===== config.mk =====
export PLATFORM = sky130hd
export DESIGN_NAME = rob_trap_seq_flat
export DESIGN_NICKNAME = d
export VERILOG_FILES = /design/src/rtl/rob_trap_seq_if.sv /design/src/rtl/rob_trap_seq.sv /design/src/flat_wrapper.sv
export SDC_FILE = /design/constraint.sdc
export NUM_CORES = 1
export LEC_CHECK = 0
export ABC_AREA = 1
export CORE_MARGIN = 2
export CORE_UTILIZATION = 35
export DETAILED_ROUTE_END_ITERATION = 10
export DONT_BUFFER_PORTS = 1
export SYNTH_ARGS = -nofsm -noshare
export SYNTH_HDL_FRONTEND = slang
export SYNTH_SLANG_ARGS = --single-unit

===== constraint.sdc =====
create_clock -name clk -period 1.3 [get_ports clk]
set_input_delay 0.195 -clock clk [delete_from_list [all_inputs] [get_ports clk]]
set_output_delay 0.195 -clock clk [all_outputs]
set_load 0.1 [all_outputs]

===== src/rtl/rob_trap_seq_if.sv =====
// -----------------------------------------------------------------------------
// rob_trap_seq_if
//   Signal bundle between the ROB head / branch unit / csr unit / fetch and the
//   retire/trap sequencer (rob_trap_seq).
//   master : the sequencer (drives head_pop, retire report, trap report,
//            flush and fetch redirect)
//   slave  : the surrounding pipeline (drives head entry, branch flush, tvec)
// -----------------------------------------------------------------------------
interface rob_trap_seq_if;
   // ROB head entry
   logic        head_valid;
   logic        head_done;
   logic        head_error;
   logic [4:0]  head_ecause;
   logic [6:0]  head_robid;
   logic [29:0] head_pc;
   logic [31:0] head_tval;
   logic        head_pop;
   // branch unit
   logic        br_flush;
   logic [29:0] br_target;
   // csr unit
   logic [29:0] csr_tvec;
   logic        rob_ret_valid;
   logic [6:0]  rob_csr_head;
   logic        rob_csr_valid;
   logic [29:0] rob_csr_epc;
   logic [4:0]  rob_csr_ecause;
   logic [31:0] rob_csr_tval;
   // pipeline / fetch
   logic        rob_flush;
   logic        fetch_redir;
   logic [29:0] fetch_redir_pc;

   modport master (
      input  head_valid, head_done, head_error, head_ecause, head_robid,
             head_pc, head_tval, br_flush, br_target, csr_tvec,
      output head_pop, rob_ret_valid, rob_csr_head, rob_csr_valid,
             rob_csr_epc, rob_csr_ecause, rob_csr_tval, rob_flush,
             fetch_redir, fetch_redir_pc
   );

   modport slave (
      output head_valid, head_done, head_error, head_ecause, head_robid,
             head_pc, head_tval, br_flush, br_target, csr_tvec,
      input  head_pop, rob_ret_valid, rob_csr_head, rob_csr_valid,
             rob_csr_epc, rob_csr_ecause, rob_csr_tval, rob_flush,
             fetch_redir, fetch_redir_pc
   );
endinterface


===== src/rtl/rob_trap_seq.sv =====
// -----------------------------------------------------------------------------
// rob_trap_seq
//   Retire/trap sequencer at the ROB head.
//   - Retires one completed, non-excepting head entry per cycle (head_pop is
//     combinational, the retire report to csr follows one cycle later).
//   - An excepting head entry is not retired: its pc/cause/tval are reported
//     to csr (REPORT), the pipeline is flushed for FLUSH_HOLD cycles (FLUSH),
//     then fetch is redirected to csr_tvec (REDIR).
//   - A branch-unit flush taken while idle skips REPORT and redirects fetch to
//     the latched branch target. A trap in the same cycle wins.
// Ports
//   clk  : clock
//   rst  : synchronous active-high reset
//   bus  : rob_trap_seq_if.master (head entry, branch flush, csr, fetch)
// -----------------------------------------------------------------------------
module rob_trap_seq #(
   parameter int unsigned FLUSH_HOLD = 2
) (
   input  logic           clk,
   input  logic           rst,
   rob_trap_seq_if.master bus
);

   localparam int unsigned CW = (FLUSH_HOLD > 1) ? $clog2(FLUSH_HOLD) : 1;

   typedef enum logic [1:0] {
      S_IDLE,
      S_REPORT,
      S_FLUSH,
      S_REDIR
   } state_t;

   state_t        r_state;
   logic [CW-1:0] r_cnt;
   logic          r_is_trap;
   logic [29:0]   r_br_target;

   logic          r_ret_valid;
   logic [6:0]    r_csr_head;
   logic          r_csr_valid;
   logic [29:0]   r_epc;
   logic [4:0]    r_ecause;
   logic [31:0]   r_tval;
   logic          r_flush;
   logic          r_redir;
   logic [29:0]   r_redir_pc;

   logic          w_idle;
   logic          w_retire;
   logic          w_trap;

   assign w_idle   = (r_state == S_IDLE);
   // rst gates the pop so no entry is dequeued while the sequencer is reset
   assign w_retire = w_idle & ~rst & bus.head_valid & bus.head_done & ~bus.head_error;
   assign w_trap   = w_idle & ~rst & bus.head_valid & bus.head_done &  bus.head_error;

   assign bus.head_pop       = w_retire;
   assign bus.rob_ret_valid  = r_ret_valid;
   assign bus.rob_csr_head   = r_csr_head;
   assign bus.rob_csr_valid  = r_csr_valid;
   assign bus.rob_csr_epc    = r_epc;
   assign bus.rob_csr_ecause = r_ecause;
   assign bus.rob_csr_tval   = r_tval;
   assign bus.rob_flush      = r_flush;
   assign bus.fetch_redir    = r_redir;
   assign bus.fetch_redir_pc = r_redir_pc;

   always_ff @(posedge clk) begin
      if (rst) begin
         r_state     <= S_IDLE;
         r_cnt       <= '0;
         r_is_trap   <= 1'b0;
         r_br_target <= '0;
         r_ret_valid <= 1'b0;
         r_csr_head  <= '0;
         r_csr_valid <= 1'b0;
         r_epc       <= '0;
         r_ecause    <= '0;
         r_tval      <= '0;
         r_flush     <= 1'b0;
         r_redir     <= 1'b0;
         r_redir_pc  <= '0;
      end else begin
         r_ret_valid <= w_retire;
         r_csr_valid <= 1'b0;
         r_redir     <= 1'b0;
         if (w_retire) begin
            r_csr_head <= bus.head_robid;
         end

         case (r_state)
            S_IDLE: begin
               if (w_trap) begin
                  // the older trapping instruction flushes any same-cycle branch
                  r_epc       <= bus.head_pc;
                  r_ecause    <= bus.head_ecause;
                  r_tval      <= bus.head_tval;
                  r_is_trap   <= 1'b1;
                  r_csr_valid <= 1'b1;
                  r_state     <= S_REPORT;
               end else if (bus.br_flush) begin
                  r_br_target <= bus.br_target;
                  r_is_trap   <= 1'b0;
                  r_flush     <= 1'b1;
                  r_cnt       <= CW'(FLUSH_HOLD - 1);
                  r_state     <= S_FLUSH;
               end
            end
            S_REPORT: begin
               r_flush <= 1'b1;
               r_cnt   <= CW'(FLUSH_HOLD - 1);
               r_state <= S_FLUSH;
            end
            S_FLUSH: begin
               if (r_cnt == '0) begin
                  // tvec is sampled here, after csr has consumed the report
                  r_flush    <= 1'b0;
                  r_redir    <= 1'b1;
                  r_redir_pc <= r_is_trap ? bus.csr_tvec : r_br_target;
                  r_state    <= S_REDIR;
               end else begin
                  r_cnt <= r_cnt - 1'b1;
               end
            end
            S_REDIR: begin
               r_state <= S_IDLE;
            end
            default: begin
               r_state <= S_IDLE;
            end
         endcase
      end
   end

endmodule


===== src/flat_wrapper.sv =====
// flat-port wrapper written by rule: the top's interface ports become plain ports
module rob_trap_seq_flat 
#(
   parameter int unsigned FLUSH_HOLD = 2
)
  (clk, rst, bus_head_valid, bus_head_done, bus_head_error, bus_head_ecause, bus_head_robid, bus_head_pc, bus_head_tval, bus_br_flush, bus_br_target, bus_csr_tvec, bus_head_pop, bus_rob_ret_valid, bus_rob_csr_head, bus_rob_csr_valid, bus_rob_csr_epc, bus_rob_csr_ecause, bus_rob_csr_tval, bus_rob_flush, bus_fetch_redir, bus_fetch_redir_pc);
  rob_trap_seq_if bus_i ();
  input  logic clk;
  input  logic rst;
  input wire logic [$bits(bus_i.head_valid)-1:0] bus_head_valid;
  input wire logic [$bits(bus_i.head_done)-1:0] bus_head_done;
  input wire logic [$bits(bus_i.head_error)-1:0] bus_head_error;
  input wire logic [$bits(bus_i.head_ecause)-1:0] bus_head_ecause;
  input wire logic [$bits(bus_i.head_robid)-1:0] bus_head_robid;
  input wire logic [$bits(bus_i.head_pc)-1:0] bus_head_pc;
  input wire logic [$bits(bus_i.head_tval)-1:0] bus_head_tval;
  input wire logic [$bits(bus_i.br_flush)-1:0] bus_br_flush;
  input wire logic [$bits(bus_i.br_target)-1:0] bus_br_target;
  input wire logic [$bits(bus_i.csr_tvec)-1:0] bus_csr_tvec;
  output wire logic [$bits(bus_i.head_pop)-1:0] bus_head_pop;
  output wire logic [$bits(bus_i.rob_ret_valid)-1:0] bus_rob_ret_valid;
  output wire logic [$bits(bus_i.rob_csr_head)-1:0] bus_rob_csr_head;
  output wire logic [$bits(bus_i.rob_csr_valid)-1:0] bus_rob_csr_valid;
  output wire logic [$bits(bus_i.rob_csr_epc)-1:0] bus_rob_csr_epc;
  output wire logic [$bits(bus_i.rob_csr_ecause)-1:0] bus_rob_csr_ecause;
  output wire logic [$bits(bus_i.rob_csr_tval)-1:0] bus_rob_csr_tval;
  output wire logic [$bits(bus_i.rob_flush)-1:0] bus_rob_flush;
  output wire logic [$bits(bus_i.fetch_redir)-1:0] bus_fetch_redir;
  output wire logic [$bits(bus_i.fetch_redir_pc)-1:0] bus_fetch_redir_pc;
  assign bus_i.head_valid = bus_head_valid;
  assign bus_i.head_done = bus_head_done;
  assign bus_i.head_error = bus_head_error;
  assign bus_i.head_ecause = bus_head_ecause;
  assign bus_i.head_robid = bus_head_robid;
  assign bus_i.head_pc = bus_head_pc;
  assign bus_i.head_tval = bus_head_tval;
  assign bus_i.br_flush = bus_br_flush;
  assign bus_i.br_target = bus_br_target;
  assign bus_i.csr_tvec = bus_csr_tvec;
  assign bus_head_pop = bus_i.head_pop;
  assign bus_rob_ret_valid = bus_i.rob_ret_valid;
  assign bus_rob_csr_head = bus_i.rob_csr_head;
  assign bus_rob_csr_valid = bus_i.rob_csr_valid;
  assign bus_rob_csr_epc = bus_i.rob_csr_epc;
  assign bus_rob_csr_ecause = bus_i.rob_csr_ecause;
  assign bus_rob_csr_tval = bus_i.rob_csr_tval;
  assign bus_rob_flush = bus_i.rob_flush;
  assign bus_fetch_redir = bus_i.fetch_redir;
  assign bus_fetch_redir_pc = bus_i.fetch_redir_pc;
  rob_trap_seq #(.FLUSH_HOLD(FLUSH_HOLD)) u_core (.clk(clk), .rst(rst), .bus(bus_i));
endmodule

---- Word level (Yosys, flattened, before mapping) ----
Index checks and enable logic that the tools add are counted.
word-level totals
  bits in registers ....................... 142
  latch bits .............................. 0
  bits in writable memories ............... 0
  memory bits (read-only) ................. 0
  word-level logic and storage cells ...... 59
  memories kept ........................... 0
cells by class
  $add $sub $neg .......................... 1
  $mul .................................... 0
  div/mod/pow operators ................... 0
  magnitude comparators ................... 0
  equality and inequality tests ........... 7
  shift-type cells ........................ 0
  muxes and demuxes ....................... 15
  bitwise operators ....................... 11
  reductions and logical operators ........ 12
operators by type and width
  cell                                                                   number
  30-bit 2-to-1 mux                                                      1
  1-bit 2-to-1 mux                                                       8
  2-bit one-hot mux with 4 select lines                                  1
  2-bit AND reduction                                                    4
  2-bit 2-to-1 mux                                                       3
  2-bit != test, second input constant                                   3
  1-bit inverter                                                         6
  1-bit one-hot mux with 3 select lines                                  2
  3-bit AND reduction                                                    2
  1-bit bitwise AND                                                      5
  2-bit equality test, second input constant                             2
  4-bit AND reduction                                                    1
  2-bit OR reduction                                                     2
  3-bit != test, second input constant                                   1
  3-bit nonzero test                                                     1
  2-bit by 1-bit equality test with 1-bit output, second input constant  1
  2-bit logical NOT                                                      1
  2-bit nonzero test                                                     1
  1-bit subtractor, second input constant                                1

---- Logic depth before layout (Yosys ltp) ----
Gate-level depths: netlist of run 1.
  depth after elaboration ................. 7
  mapped depth ............................ 11
  mapped depth without buffers ............ 10

---- Worst setup path before layout of run 1 ----
Ideal clock, no wire load.
  path kind ............................... reg-to-reg
  from .................................... reg u_core.r_state[0]
  to ...................................... reg u_core.r_csr_head[0] (netlist: u_core.bus.rob_csr_head[0])
  library setup time ...................... 0.132 ns
  arrival time ............................ 1.470 ns
  required time ........................... 1.168 ns
  setup slack ............................. -0.302 ns
  cell stages (with the launch flop) ...... 9
  buffers on the path ..................... 0
  period minus slack after synthesis ...... 1.602 ns
  cell sequence ........................... dfxtp_1 > inv_1 > ha_1 > nand2_1 > nor2_2 > nand2_2 > clkinv_2 > nand2_1 > a21oi_1
on the way
  longest elaborated chain between the ends .. 5
RTL lines
  what                             line                 text
  start, declared                  rob_trap_seq.sv:33   state_t r_state;
  start signal, assigned           rob_trap_seq.sv:70   r_state <= S_IDLE;
  start signal, assigned           rob_trap_seq.sv:100  r_state <= S_REPORT;
  start signal, assigned           rob_trap_seq.sv:106  r_state <= S_FLUSH;
  2-bit logical NOT                rob_trap_seq.sv:52   assign w_idle = (r_state == S_IDLE);
  1-bit bitwise AND (4 in series)  rob_trap_seq.sv:54   assign w_retire = w_idle & ~rst & bus.head_valid & bus.head_done & ~bus.head_error;
  named net bus_head_pop           flat_wrapper.sv:20   output wire logic [$bits(bus_i.head_pop)-1:0] bus_head_pop;
  end signal, assigned             rob_trap_seq.sv:88   r_csr_head <= bus.head_robid;
  end, declared                    rob_trap_seq.sv:39   logic [6:0] r_csr_head;
The timed path passes the listed nets, and every way through them passes these cells.
A chain may end at the register's enable or synchronous reset.

---- Worst setup path in the final report of run 1 ----
  from .................................... reg u_core.r_state[1]
  to ...................................... reg u_core.r_ecause[4] (netlist: u_core.bus.rob_csr_ecause[4])
on the way
  longest elaborated chain between the ends .. 6
RTL lines
  what                                      line                                    text
  2-bit logical NOT (*)                     rob_trap_seq.sv:52, rob_trap_seq.sv:91
  1-bit bitwise AND (4 in series)           rob_trap_seq.sv:55                      assign w_trap = w_idle & ~rst & bus.head_valid & bus.head_done & bus.head_error;
  2-bit AND reduction (no source line) (*)  n/a
  end signal, assigned                      rob_trap_seq.sv:96                      r_ecause <= bus.head_ecause;
  end, declared                             rob_trap_seq.sv:42                      logic [4:0] r_ecause;
Every way passes the cells marked *; elsewhere a longest branch is shown, timed or not.

==> flow_metrics.py, run 1 <==
metrics = {
    "power": {
        "p_sw_uw": 9230,
        "power_frac_seq_pct": 27.6,
        "power_frac_clock_pct": 23.9,
        "power.leakage_uw": 0.00408,
        "p_comb_share_pct": 48.5,
        "powerDensity_nw_per_um2": 2080,
        "cellInternalPower_uw": 11900,
        "peakVddDrop_uv": 1160,
        "p_sw_share_pct": 43.6,
    },
    "critical_path": {
        "worstPathCellList": "inv_2 > ha_4 > nand2_4 > buf_4 > inv_4 > nand3_4 > buf_8 > clkinv_8 > buf_12 > buf_16 > nand2_4 > a21oi_2",
        "cpMaxStageDelayCell": "dfxtp_2",
        "setup.worst_path.class": "flop to flop",
        "crit_family": "buffers and inverters",
        "path_common_cell": "nand2_4",
        "crit_required_ns": 1.64,
        "crit_path_max_fanout": 8,
        "worst-path-buf-inv": 7,
        "worstSetupEndpointType": "flop",
        "crit_path_start_kind": "flop",
        "slowest_delay_ns": 0.32,
        "critPathArrivalTime_ns": 2.02,
    },
    "global_route": {
        "antenna_found_initial": 0,
        "grt_max_degree": 81,
        "grt.total_usage_pct": 23.7,
        "grt_pass1_wl_mm": 29.8,
        "grt_overflow": 0,
        "grt_pass1_vias": 5790,
    },
    "sta": {
        "fin_ws_ns": -0.377,
        "fin_tns_setup_ns": -35.79,
        "max-slew-margin-rel_pct": 61.2,
        "worst_pin_slew_ns": 0.583,
        "clock_skew_ns": 0.0107,
        "holdWs_ns": -0.160,
        "finalCriticalPeriod_ns": 1.68,
        "slew_viol_final": 0,
        "max_freq_mhz": 596,
        "min_period_over_period_pct": 129,
        "rsz0062_at_grt": "true",
        "hold_viol": 78,
        "finalSetupViolCount": 141,
    },
    "yosys": {
        "postSynth.asyncResetShare_pct": 0,
        "syn_area_per_cell_um2": 7.79,
        "synth_edf_count": 0,
        "synth_ff_type": "dfxtp_1",
        "post-synth-top-area-fraction_pct": 53.7,
        "synth_cell_type_count": 18,
        "synth_top_cell_by_area": "dfxtp_1",
        "synth_common_cells": "nand2_1 (188), dfxtp_1 (142), a21oi_1 (127)",
        "ys_ff_latch": 142,
        "seq_area_frac_synth_pct": 53.7,
        "synth_area_leaders": "dfxtp_1 (54%), nand2_1 (13%), a21oi_1 (12%)",
        "synth.most_common_cell": "nand2_1",
        "syn_inst": 680,
        "synth_fp_nets": 823,
        "synth_area_um2": 5300,
        "yosysWarnings": 0,
    },
    "routing": {
        "drc": 0,
        "first_pass_iters": 4,
        "drt-total-wl_mm": 22.0,
        "drt_iter0_markers": 232,
        "post_drt_via_cell_ratio": 5.22,
        "vias": 5691,
        "ant_nets": 0,
        "wl_per_cell_um": 20.1,
    },
    "run_status": {
        "status": "finished with violations",
        "violations": "hold timing, setup timing",
    },
    "cts": {
        "holdBufCountCts": 60,
        "tritoncts": "yes",
        "cts.path.max_buffers": 2,
        "cts_root_buf": "clkbuf_16",
        "htreeDepth": 4,
        "cts_sinks": 142,
        "clk_latency_ns": 0.42,
        "clk_pin_slew_worst_paths_ns": 0.07,
        "cts_buffers": 17,
    },
    "placement": {
        "numPortBuffers": 0,
        "post-dp-hpwl_mm": 10.0,
        "dp_cells": 949,
        "place_congestion": 0.849,
        "placed_cell_area_um2": 6470,
    },
    "layout": {
        "multiInputGateArea_um2": 3310,
        "drive_gt1_share_pct": 56.0,
        "antenna_cells": 0,
        "instances_no_fill": 1091,
        "postLayoutCoreUtil_pct": 69.6,
        "area_growth_pct": 92.3,
        "register_area_um2": 2890,
        "fillers": 988,
        "finalInstanceArea_um2": 10200,
        "final_nets": 1039,
    },
    "run": {
        "cap_violations": 0,
    },
    "floorplanning": {
        "dieArea_um2": 16100,
        "die_x_um": 127,
        "start_util_pct": 36.2,
        "coreArea_um2": 14600,
        "rows": 44,
        "die_y_um": 127,
        "io_pins": 249,
    },
    "worst_hold_path": {
        "worstHoldPathType": "primary input to flop",
    },
}
==> state kept, by name (all words and copies together) (netlist names), 2 cells and up <==
signal	flops
u_core.r_br_target	30
u_core.bus.rob_csr_epc	30
u_core.bus.rob_csr_head	7
u_core.bus.fetch_redir_pc	30
u_core.bus.rob_csr_ecause	5
u_core.bus.rob_csr_tval	32
u_core.r_state	2
==> worst paths after layout <==
kind | slack [ns] | start | cells past startpoint | to
setup / recovery | -0.38 | u_core.r_state[1]$_SDFFE_PP0P_ | 12 | u_core.bus.rob_csr_ecause[4]$_SDFFE_PP0P_
setup reg to reg | -0.38 | u_core.r_state[1]$_SDFFE_PP0P_ | 12 | u_core.bus.rob_csr_ecause[4]$_SDFFE_PP0P_
hold / removal | -0.16 | rst | 1 | u_core.bus.rob_csr_tval[20]$_SDFFE_PP0P_
hold reg to reg | 0.46 | u_core.bus.rob_csr_epc[13]$_SDFFE_PP0P_ | 2 | u_core.bus.rob_csr_epc[13]$_SDFFE_PP0P_
==> layer usage <==
metal | share of wire, % | GRT usage (%)
met1 | 37 | 25.9
met2 | 53 | 43.7
met3 | 6.3 | 6.24
met4 | 3.4 | 9.18
met5 | 0 | 0
==> cells in the final DEF, fill, tap and decap left out, drive strengths merged, types with 4 or more instances in the layout <==
master       Yosys  final
dlygate4sd3      0     60
nand2          199    199
nor2            71     71
o21ai           60     60
nand3            4      4
clkbuf          24     27
dfxtp          142    142
a21oi          137    137
buf             24    178
clkinv           2      6
inv             14     14
==> metrics by stage <==
| stage | hold slack (ns) | power (uW) | worst slack [ns] |
|---|---|---|---|
| final | -0.160 | 21200 | -0.377 |
| after global routing | -0.184 | 21900 | -0.432 |
| after CTS | -0.174 | 19700 | -0.354 |
| after detailed placement | 0.268 | 12800 | -0.175 |
| after global placement | 0.267 | 12600 | -0.101 |
| after floorplan | 0.331 | 11200 | 0.00207 |
==> area by class of cell <==
type	instances	area share, %
clock buffer	21	4.62
clock inverter	9	1.33
inverter	16	1.03
multi-input combinational	474	32.5
sequential	142	28.3
tap	184	2.26
timing repair buffer	244	29.8
timing repair inverter	1	0.160
==> cell families (layout without fill, tap and decap cells) <==
kind of cell | Yosys count | in the layout | share of synthesized area (%)
compound gates | 197 | 197 | 19.3
buf+inv | 64 | 291 | 5.86
simple gates | 274 | 274 | 20.5
fa+ha+maj | 3 | 3 | 0.709
flops | 142 | 142 | 53.7
==> repair_timing <==
item                                   CTS  global route
endpoints found under the hold margin  138            78
pin swaps                               21            36
setup endpoints to repair              140           171
gates resized for setup                235           253
cloned                                  23             8
buffers inserted                        19            13
==> power by group through the flow <==
stage / Clock, uW / Sequential [uW] / Combinational (uW)
global route: 5310 / 5930 / 10700
global placement: 0 / 5670 / 6950
finish: 5060 / 5850 / 10300
floorplan: 0 / 9120 / 2100
CTS: 5090 / 5710 / 8940
detailed placement: 0 / 5710 / 7060
==> worst reg2reg max path: stages (launching register included) <==
cell and delay, ns:
dfxtp_2 0.32, inv_2 0.07, ha_4 0.15, nand2_4 0.05, buf_4 0.13, inv_4 0.05
nand3_4 0.11, buf_8 0.17, clkinv_8 0.08, buf_12 0.11, buf_16 0.13, nand2_4 0.05
a21oi_2 0.18
(Power assumes the default switching activity.)
==> run 2: changes to the inputs <==
--- a/config.mk
+++ b/config.mk
@@ -9,5 +9,7 @@
 export CORE_MARGIN = 2
-export CORE_UTILIZATION = 35
+export CORE_UTILIZATION = 56
 export DETAILED_ROUTE_END_ITERATION = 10
 export DONT_BUFFER_PORTS = 1
+export PLACE_DENSITY = 0.74
+export SETUP_SLACK_MARGIN = 0.15
 export SYNTH_ARGS = -nofsm -noshare
==> constraint.sdc (replaced) <==
create_clock -name clk -period 1.3 [get_ports clk]
set_input_delay 0.13 -clock clk [delete_from_list [all_inputs] [get_ports clk]]
set_output_delay 0.13 -clock clk [all_outputs]
set_load 0.1 [all_outputs]
==> run 2 against run 1 <==
The flow now stops in 4_1_cts. Synthesized area unchanged. Synthesized cell count unchanged.
==> flow_metrics.py, run 2 <==
metrics = {
    "run_status": {
        "status": "stopped before the end",
        "lastStage": "4_1_cts",
        "tool.error": "[ERROR DPL-0038] Utilization greater than 100%, impossible to legalize",
    },
    "yosys": {
        "synth_common_cells": "nand2_1 (188), dfxtp_1 (142), a21oi_1 (127)",
        "synth_edf_count": 0,
        "synth_area_um2": 5300,
        "ys_ff_latch": 142,
        "synth_cell_type_count": 18,
        "synth_fp_nets": 823,
        "synth.most_common_cell": "nand2_1",
        "synth_area_leaders": "dfxtp_1 (54%), nand2_1 (13%), a21oi_1 (12%)",
        "post-synth-top-area-fraction_pct": 53.7,
        "syn_inst": 680,
        "synth_ff_type": "dfxtp_1",
        "syn_area_per_cell_um2": 7.79,
        "postSynth.asyncResetShare_pct": 0,
        "yosysWarnings": 0,
        "synth_top_cell_by_area": "dfxtp_1",
        "seq_area_frac_synth_pct": 53.7,
    },
    "floorplanning": {
        "rows": 35,
        "die_y_um": 101,
        "start_util_pct": 57.6,
        "die_x_um": 101,
        "io_pins": 249,
    },
    "cts": {
        "htreeDepth": 4,
        "cts_resized": 761,
        "cts.path.max_buffers": 2,
        "cts_sinks": 142,
        "cts_root_buf": "clkbuf_8",
        "post_cts_buffers": 65,
        "cts_buffers": 17,
        "holdBufCountCts": 62,
    },
    "placement": {
        "place_congestion": 0.889,
        "dp_cells": 874,
        "post-dp-hpwl_mm": 9.79,
        "numPortBuffers": 0,
        "placed_cell_area_um2": 6400,
    },
}
run 2: cell counts after synthesis:
No cell type changed its count.
run 2: cells by family after synthesis:
logic type / Yosys count / share of synthesized area [%]
and+or+nand+nor: 274 / 20.5
AOI/OAI and AO/OA: 197 / 19.3
DFF: 142 / 53.7
buffers and inverters: 64 / 5.86
adders and majority gates: 3 / 0.709
run 2: metrics by stage:
step / setup WS, ns / hold slack, ns / TNS (ns)
detailed placement: -0.151 / 0.194 / -9.28
global placement: -0.0933 / 0.198 / -3.22
floorplan: 0.0190 / 0.259 / 0
==> run 3: changes to the inputs <==
- CORE_UTILIZATION: 56 -> 40
- PLACE_DENSITY: 0.74 -> default
- PLACE_DENSITY_LB_ADDON: default -> 0.15
- SETUP_SLACK_MARGIN: 0.15 -> default
- clock period: 1.3 -> 1.7 ns (I/O delays scaled with it)
==> run 3 against run 2 <==
The flow now finishes, with violations (hold timing).
==> flow_metrics.py, run 3 (synthesis results as in run 1) <==
metrics = {
    "cts": {
        "cts.path.max_buffers": 2,
        "cts_buffers": 17,
        "clk_latency_ns": 0.42,
        "holdBufCountCts": 60,
        "clk_pin_slew_worst_paths_ns": 0.06,
        "cts_root_buf": "clkbuf_16",
        "htreeDepth": 4,
        "cts_sinks": 142,
        "tritoncts": "yes",
    },
    "critical_path": {
        "path_common_cell": "nand2_4",
        "crit_family": "flip-flops",
        "crit_path_start_kind": "flop",
        "worstSetupEndpointType": "output port",
        "crit_required_ns": 1.53,
        "worstPathCellList": "inv_4 > ha_4 > nand2_4 > nor2_4 > nand2_4 > inv_8 > buf_12",
        "worst-path-buf-inv": 3,
        "crit_path_max_fanout": 4,
        "setup.worst_path.class": "flop to output port",
        "slowest_delay_ns": 0.32,
        "cpMaxStageDelayCell": "dfxtp_2",
        "critPathArrivalTime_ns": 1.45,
    },
    "power": {
        "power_frac_seq_pct": 31.0,
        "p_sw_uw": 5790,
        "powerDensity_nw_per_um2": 1790,
        "p_sw_share_pct": 42.4,
        "peakVddDrop_uv": 744,
        "power_frac_clock_pct": 28.6,
        "total_power_uw": 13700,
        "cellInternalPower_uw": 7870,
        "power.leakage_uw": 0.00316,
        "p_comb_share_pct": 40.4,
    },
    "run_status": {
        "violations": "hold timing",
        "status": "finished with violations",
    },
    "sta": {
        "finalSetupViolCount": 0,
        "hold_viol": 78,
        "worst_pin_slew_ns": 0.525,
        "clock_skew_ns": 0.00866,
        "min_period_over_period_pct": 95.3,
        "slew_viol_final": 0,
        "finalCriticalPeriod_ns": 1.62,
        "holdWs_ns": -0.186,
        "fin_ws_ns": 0.0802,
        "fin_tns_setup_ns": 0,
        "max_freq_mhz": 617,
        "max-slew-margin-rel_pct": 65.0,
    },
    "routing": {
        "drc": 0,
        "post_drt_via_cell_ratio": 4.89,
        "first_pass_iters": 5,
        "drt_iter0_markers": 377,
        "vias": 5044,
        "wl_per_cell_um": 14.3,
        "drt-total-wl_mm": 14.8,
        "ant_nets": 0,
    },
    "placement": {
        "numPortBuffers": 0,
        "pre_cts_ws_ns": -0.0184,
        "post-dp-hpwl_mm": 10.0,
        "dp_cells": 933,
        "place_congestion": 0.865,
    },
    "layout": {
        "area_growth_pct": 43.7,
        "register_area_um2": 2850,
        "multiInputGateArea_um2": 2180,
        "largest_register_ffs": 32,
        "final_nets": 985,
        "fillers": 1180,
        "instances_no_fill": 1032,
        "final_cell_mix": "nand2_1 (187), dfxtp_1 (140), a21oi_1 (127)",
        "layout_commonest_cell": "nand2_1",
        "drive_gt1_share_pct": 22.9,
    },
    "global_route": {
        "grt_overflow": 0,
        "grt_use_met3_pct": 8.33,
        "grt_pass1_vias": 4944,
        "grt_pass1_wl_mm": 23.4,
        "grt.busiest_layer": "met2",
        "antenna_found_initial": 1,
        "grt.total_usage_pct": 20.7,
        "met2_usage_pct": 34.4,
        "grt_max_degree": 81,
        "use_met1_pct": 22.7,
    },
    "worst_hold_path": {
        "worstHoldPathType": "primary input to flop",
    },
    "run": {
        "cap_violations": 0,
    },
    "floorplanning": {
        "die_x_um": 119,
        "die_y_um": 119,
        "start_util_pct": 40.5,
        "coreArea_um2": 13100,
        "dieArea_um2": 14200,
        "rows": 42,
        "io_pins": 249,
    },
}
## run 3: per-layer routing
layer	vias to the layer above	share of wire, %
met5	-	0
met4	0	3.0
met3	36	8.1
met2	199	48
met1	2277	41
li1	2532	-
## run 3: worst paths after layout
path | from | end | slack [ns] | depth (start not counted)
max | u_core.r_state[0]$_SDFFE_PP0P_ | bus_head_pop | 0.08 | 7
min | rst | u_core.bus.rob_csr_head[1]$_SDFFE_PP0P_ | -0.19 | 1
max reg2reg | u_core.r_state[0]$_SDFFE_PP0P_ | u_core.bus.rob_csr_tval[16]$_SDFFE_PP0P_ | 0.17 | 10
min reg2reg | u_core.bus.rob_csr_epc[8]$_SDFFE_PP0P_ | u_core.bus.rob_csr_epc[8]$_SDFFE_PP0P_ | 0.46 | 2
## run 3: stage by stage
| step | cell area (um2) | utilization [%] |
|---|---|---|
| floorplan | 5300 | - |
| global placement | 6300 | 48.1 |
| detailed placement | 6300 | 48.1 |
| CTS | 7570 | 57.8 |
| global route | 7610 | 58.2 |
| finish | 7610 | 58.2 |
## run 3: worst reg2reg max path, cell delays in order, from the launching register on
cell	delay, ns
dfxtp_2	0.32
inv_4	0.07
ha_4	0.15
nand2_4	0.06
inv_2	0.06
nand3_4	0.10
buf_4	0.18
clkinv_2	0.09
buf_12	0.21
nand2_1	0.08
a21oi_1	0.14
## run 3: power by group through the flow
stage / Sequential (uW) / Combinational (uW) / Clock [uW]
floorplan: 6880 / 1540 / 0
global placement: 4260 / 5170 / 0
detailed placement: 4290 / 5260 / 0
CTS: 4220 / 5460 / 3980
global route: 4300 / 5870 / 4140
finish: 4240 / 5510 / 3900
## run 3: timing repair
action,CTS,global route
endpoints found under the hold margin,138,78
gates resized for setup,8,5
setup buffers,2,4
pin swaps,3,3
endpoints found under the setup margin,4,3
## run 3: layout make-up
class / instances / area share (%)
multi-input combinational: 474 / 28.6
timing repair buffer: 191 / 22.0
clock inverter: 11 / 2.14
clock buffer: 21 / 6.05
inverter: 16 / 0.937
tap: 176 / 2.89
sequential: 142 / 37.4
antenna: 1 / 0.0329
